<file path="config.mk">
export PLATFORM = sky130hd
export DESIGN_NAME = bus_arbiter4
export DESIGN_NICKNAME = d
export VERILOG_FILES = /design/src/rtl/bus_arbiter4_pkg.sv /design/src/rtl/MUX4T1_32.sv /design/src/rtl/bus_arbiter4.sv
export SDC_FILE = /design/constraint.sdc
export NUM_CORES = 1
export LEC_CHECK = 0
export CORE_AREA = 2 2 83 77
export CTS_CLUSTER_DIAMETER = 60
export DETAILED_ROUTE_END_ITERATION = 12
export DIE_AREA = 0 0 85 79
export PLACE_DENSITY = 0.87
export SLEW_MARGIN = 10
export SYNTH_ARGS = -nofsm -noshare
export SYNTH_HDL_FRONTEND = slang
export SYNTH_HIERARCHICAL = 1
export SYNTH_SLANG_ARGS = --single-unit
</file>
<file path="constraint.sdc">
create_clock -name clk -period 2.8 [get_ports clk]
set_input_delay 0.56 -clock clk [delete_from_list [all_inputs] [get_ports clk]]
set_output_delay 0.56 -clock clk [all_outputs]
set_load 0.05 [all_outputs]
</file>
<file path="src/rtl/bus_arbiter4_pkg.sv">
// Shared types and constants for the 4-way round-robin bus arbiter.
// Includes the round-robin winner search used by the arbitration FSM.
package bus_arbiter4_pkg;

  localparam int NUM_REQ       = 4;
  localparam int MAX_HOLD_DFLT = 16;

  typedef enum logic {
    IDLE = 1'b0,
    BUSY = 1'b1
  } state_t;

  // Nearest requester after ptr wins; ptr itself is searched last.
  function automatic logic [1:0] rr_pick(input logic [3:0] req, input logic [1:0] ptr);
    logic [1:0] pick;
    logic [1:0] idx;
    pick = ptr;
    for (int k = NUM_REQ; k >= 1; k--) begin
      idx = ptr + 2'(k);
      if (req[idx]) pick = idx;
    end
    return pick;
  endfunction

endpackage

</file>
<file path="src/rtl/MUX4T1_32.sv">
// 4:1 multiplexer for 32-bit data; purely combinational.
// No latency, no flow control.
module MUX4T1_32 (
  input  logic [1:0]  s,
  input  logic [31:0] d0,
  input  logic [31:0] d1,
  input  logic [31:0] d2,
  input  logic [31:0] d3,
  output logic [31:0] y
);

  always_comb begin
    case (s)
      2'd0:    y = d0;
      2'd1:    y = d1;
      2'd2:    y = d2;
      default: y = d3;
    endcase
  end

endmodule

</file>
<file path="src/rtl/bus_arbiter4.sv">
// Four-requester round-robin bus arbiter with hold limit and forced-release pulse.
// Grant one cycle after sampled req; owner keeps bus until done, req drop or MAX_HOLD cycles.
module bus_arbiter4
  import bus_arbiter4_pkg::*;
#(
  parameter int MAX_HOLD = MAX_HOLD_DFLT
) (
  input  logic        clk,
  input  logic        rst_n,
  input  logic [3:0]  req,
  input  logic [31:0] din0,
  input  logic [31:0] din1,
  input  logic [31:0] din2,
  input  logic [31:0] din3,
  input  logic        done,
  output logic [3:0]  gnt,
  output logic [1:0]  sel,
  output logic        valid,
  output logic [31:0] dout,
  output logic        timeout
);

  localparam logic [7:0] HOLD_LAST = 8'(MAX_HOLD - 1);

  state_t      state_q, state_d;
  logic [3:0]  gnt_q, gnt_d;
  logic [1:0]  sel_q, sel_d;
  logic        valid_q, valid_d;
  logic        timeout_q, timeout_d;
  logic [7:0]  hold_q, hold_d;
  logic [1:0]  ptr_q, ptr_d;

  logic [1:0]  win;
  logic        expire;
  logic        rel_now;
  logic [31:0] mux_y;

  assign win     = rr_pick(req, ptr_q);
  assign expire  = (hold_q == HOLD_LAST);
  assign rel_now = done | ~req[sel_q] | expire;

  always_ff @(posedge clk or negedge rst_n) begin
    if (!rst_n) begin
      state_q   <= IDLE;
      gnt_q     <= 4'b0000;
      sel_q     <= 2'b00;
      valid_q   <= 1'b0;
      timeout_q <= 1'b0;
      hold_q    <= 8'd0;
      ptr_q     <= 2'b11;
    end else begin
      state_q   <= state_d;
      gnt_q     <= gnt_d;
      sel_q     <= sel_d;
      valid_q   <= valid_d;
      timeout_q <= timeout_d;
      hold_q    <= hold_d;
      ptr_q     <= ptr_d;
    end
  end

  always_comb begin
    state_d   = state_q;
    gnt_d     = gnt_q;
    sel_d     = sel_q;
    valid_d   = valid_q;
    timeout_d = 1'b0;
    hold_d    = hold_q;
    ptr_d     = ptr_q;
    case (state_q)
      IDLE: begin
        gnt_d   = 4'b0000;
        valid_d = 1'b0;
        if (|req) begin
          state_d = BUSY;
          gnt_d   = 4'b0001 << win;
          sel_d   = win;
          ptr_d   = win;
          valid_d = 1'b1;
          hold_d  = 8'd0;
        end
      end
      BUSY: begin
        if (rel_now) begin
          state_d   = IDLE;
          gnt_d     = 4'b0000;
          valid_d   = 1'b0;
          // Only a pure expiry with the owner still asking counts as forced.
          timeout_d = expire & ~done & req[sel_q];
        end else begin
          hold_d = hold_q + 8'd1;
        end
      end
    endcase
  end

  MUX4T1_32 u_dout_mux (
    .s  (sel_q),
    .d0 (din0),
    .d1 (din1),
    .d2 (din2),
    .d3 (din3),
    .y  (mux_y)
  );

  assign dout    = valid_q ? mux_y : 32'h0;
  assign gnt     = gnt_q;
  assign sel     = sel_q;
  assign valid   = valid_q;
  assign timeout = timeout_q;

  a_gnt_onehot : assert property (@(posedge clk) disable iff (!rst_n) $onehot0(gnt_q));
  a_valid_gnt  : assert property (@(posedge clk) disable iff (!rst_n) valid_q == (gnt_q != 4'b0000));
  a_hold_range : assert property (@(posedge clk) disable iff (!rst_n) hold_q <= HOLD_LAST);

endmodule

</file>
==> results.md <==
- Synth Warn #: 6
- Initial antenna violation count: 0
- Cell Rows: 27
- Post-synth EDFFs: 0
- Post-Synth Simple-Gate Area: 0.208
- Number of global-route vias before repair: 2293
- Number of remaining DRC errors: 0
- Largest family of logic cells by synthesized area: multiplexers
- Asr flop ratio synth: 1.00
- First-pass GRT wire length: approximately 12 mm
- Initial Utilization: 0.337
- Vias per std cell: 5.26
- Via count: 2140
- Top Ports: 175
- Die Wd: 85 um
- PostCTS Resize Cnt: 0
- Final Skew: 0.00345 ns
- Final hold violation count: 0
- Status: completed
- H-tree Lvls: 1
- Syn Nets: 301
- Fraction of layout cells with a size suffix above 1: 0.239
- Clk pwr share: 0.045
- Synth Register Bits: 19
- Final std cells w/o fill: slightly above 400
- TritonCTS Sinks: 19
- WS Path Type: reg2out
- Maximum VDD drop: 0.000688 V
- Number of antenna-violating nets in the routed design: 0
- CP arrival: 1.99 ns
- IO buf count: 174
- Drt wl/cell: 19.9 um
- Yosys top cell by area: mux4_2
- RSZ-0062 raised after global routing: no
- Inst Count DP: slightly above 400
- FF-to-FF path depth: 4
- CTS Buffer Depth: 2
- Core Region: 0.00591 mm^2
- Die ar.: 0.00672 mm^2
- Reg clk slew, reported paths: 0.07 ns
- TritonRoute pass-1 iters: 4
- Ys flop type: dfrtp_1
- Worst hold stages: 1
- Largest net degree at the start of global routing: 34
- Top cell type's share of synthesized area: 0.339
- Post-DP HPWL: 6.61 mm
- Net Switching: approximately 0.0021 W
- Synth top area cells: mux4_2 (34%), dfrtp_1 (21%), and2_1 (10%), buf_12 (3.0%), dfstp_2 (2.6%)
- Worst Setup End Kind: primary output
- Fin crit period: 2.55 ns
- Final nets: 472
- Post-CTS setup buffer count: 0
- Pint: 0.00228 W
- Seq/Total Area, Yosys: 0.240
- Mapped Cells: between 150 and 200
- Syn Std Cell Area: 0.00199 mm^2
- Data required, critical path: 2.24 ns
- Final WL: 8.08 mm
- Hold Crit Class: reg2reg
- Synthesized-area fraction occupied by adder cells: 0.00628
- Iter 0 DRT Violations: 60
- Synth Area per Inst: 12.1 um^2
- Total GRT Usage: 0.230
- Leak: 1.60 nW
- Actual slew at the worst max-slew pin: 0.859 ns
- Count of final setup violators: 0
- Final Cycle Share: 0.910
- Switching Share: 0.481
- Die H: ~79 um
- Later-pin clock latency in the skew report: approximately 0.26 ns
- Final Max Tran Viols: 0
- Max_cap viols: 0
- Synth cell types: 42
- Worst setup SP type: flip-flop
- CTS tree: built
- Comb power frac: 0.846
- Xor-xnor portion of the synthesized cell area: 0
- Maximum fanout along the worst path: 15
- Multiplexer area fraction after synthesis: 0.398
- Sequential share of power: 0.108
- Routability Congestion: around 0.88
- Setup TNS: 0 ns
- Layout overhead on the synthesized area: 106%
- Antenna fix cells: 0
- FMAX: 0.392 GHz
- Filler instances: between 400 and 500
- Max-slew headroom: 0.425
- Power Density: 1070 mW/mm^2
- Hold_buf cts: 0
- Compound-gate portion of the synthesized area: 0.0866
- TritonCTS buffer count: 3
- CTS Root Cell: clkbuf_8
- Gr ovfl total: 0
## worst max-delay path, cell delays in order (launching register included)
cell	delay [ns]
dfrtp_2	0.60
buf_12	0.23
mux4_2	0.53
and2_1	0.21
buf_12	0.15
## cell type report
class | count | area (um^2) | area share
Timing Repair Buffer | 179 | 2100 | 0.510
Multi-Input combinational cell | 132 | 1390 | 0.339
Sequential cell | 19 | 479 | 0.117
Tap cell | 72 | 90.1 | 0.0219
Clock buffer | 3 | 41.3 | 0.0100
Clock inverter | 1 | 7.51 | 0.00183
Inverter | 1 | 3.75 | 0.000913
## power by group through the flow
stage,Clock (W),Sequential (W),Combinational (W)
final,0.000200,0.000475,0.00372
after global routing,0.000211,0.000487,0.00385
after CTS,0.000200,0.000474,0.00374
after detailed placement,0,0.000479,0.00373
after global placement,0,0.000474,0.00368
after floorplan,0,0.000612,0.00204
## metrics by stage
stage	setup WS (ns)	area, um^2	hold WS [ns]	power [W]	utilization
final	0.251	4110	0.506	0.00439	0.696
after CTS	0.232	4110	0.507	0.00441	0.696
after global placement	0.441	4060	0.478	0.00415	0.687
after global routing	0.176	4110	0.525	0.00455	0.696
after detailed placement	0.421	4060	0.477	0.00421	0.687
after floorplan	0.371	1990	0.264	0.00265	-
## placed cells by master, fill, tap and decap left out, types with 2 or more instances in the layout
| master | n |
|---|---|
| o21a_1 | 3 |
| dfrtp_1 | 16 |
| clkbuf_8 | 3 |
| nor2_1 | 4 |
| nor2b_1 | 3 |
| buf_12 | 32 |
| nand2_1 | 10 |
| nand4_1 | 2 |
| and2_1 | 32 |
| mux4_2 | 30 |
| clkdlybuf4s50_1 | 141 |
| o2bb2ai_1 | 2 |
| nor3_1 | 2 |
| dfstp_2 | 2 |
| o21ai_0 | 6 |
| a32o_1 | 2 |
| a21o_1 | 2 |
| nand2b_1 | 4 |
| mux4_1 | 2 |
| mux2i_1 | 5 |
| nand3_1 | 4 |
| buf_4 | 6 |
| nor4_1 | 2 |
## worst paths after layout
path / from / to / slack, ns
max: sel[0] / dout[13] / 0.25
min: gnt[1] / gnt[1] / 0.51
max reg2reg: sel[0] / hold_q[1] / 0.89
min reg2reg: gnt[1] / gnt[1] / 0.51
max in group asynchronous: rst_n / sel[0] / 1.43
min in group asynchronous: rst_n / hold_q[7] / 0.78
## sequential cells by signal (all words and copies together), names as in the netlist
register / cells
ptr_q: 2
gnt: 4
hold_q: 8
timeout: 1
valid: 1
sel: 2
state_q: 1
## per-layer routing
layer	share of wire	vias to the layer above	track usage
met5	0	-	0
met3	0.067	11	0.0322
li1	-	986	-
met2	0.53	109	0.422
met1	0.39	1034	0.288
met4	0.014	0	0.0444
## synth_stat cells (all sizes together), types with 2 or more instances
| library cell | number |
|---|---|
| nand2 | 10 |
| nor4 | 2 |
| dfstp | 2 |
| o21a | 3 |
| buf | 10 |
| nor2 | 4 |
| nand2b | 5 |
| nand4 | 2 |
| o2bb2ai | 2 |
| mux4 | 32 |
| mux2i | 5 |
| nor2b | 4 |
| and2 | 32 |
| dfrtp | 17 |
| a32o | 2 |
| nor3 | 3 |
| o21ai | 6 |
| a21o | 2 |
| nand3 | 4 |
| clkbuf | 3 |
## logic make-up after synthesis
family	after synthesis
AND/OR/NAND/NOR	71
multiplexers	38
AO/OA/AOI/OAI	22
flip-flops	19
buffers and inverters	14
adder cells (fa/ha/maj)	1
No activity file was read; power rests on OpenSTA's default activity.
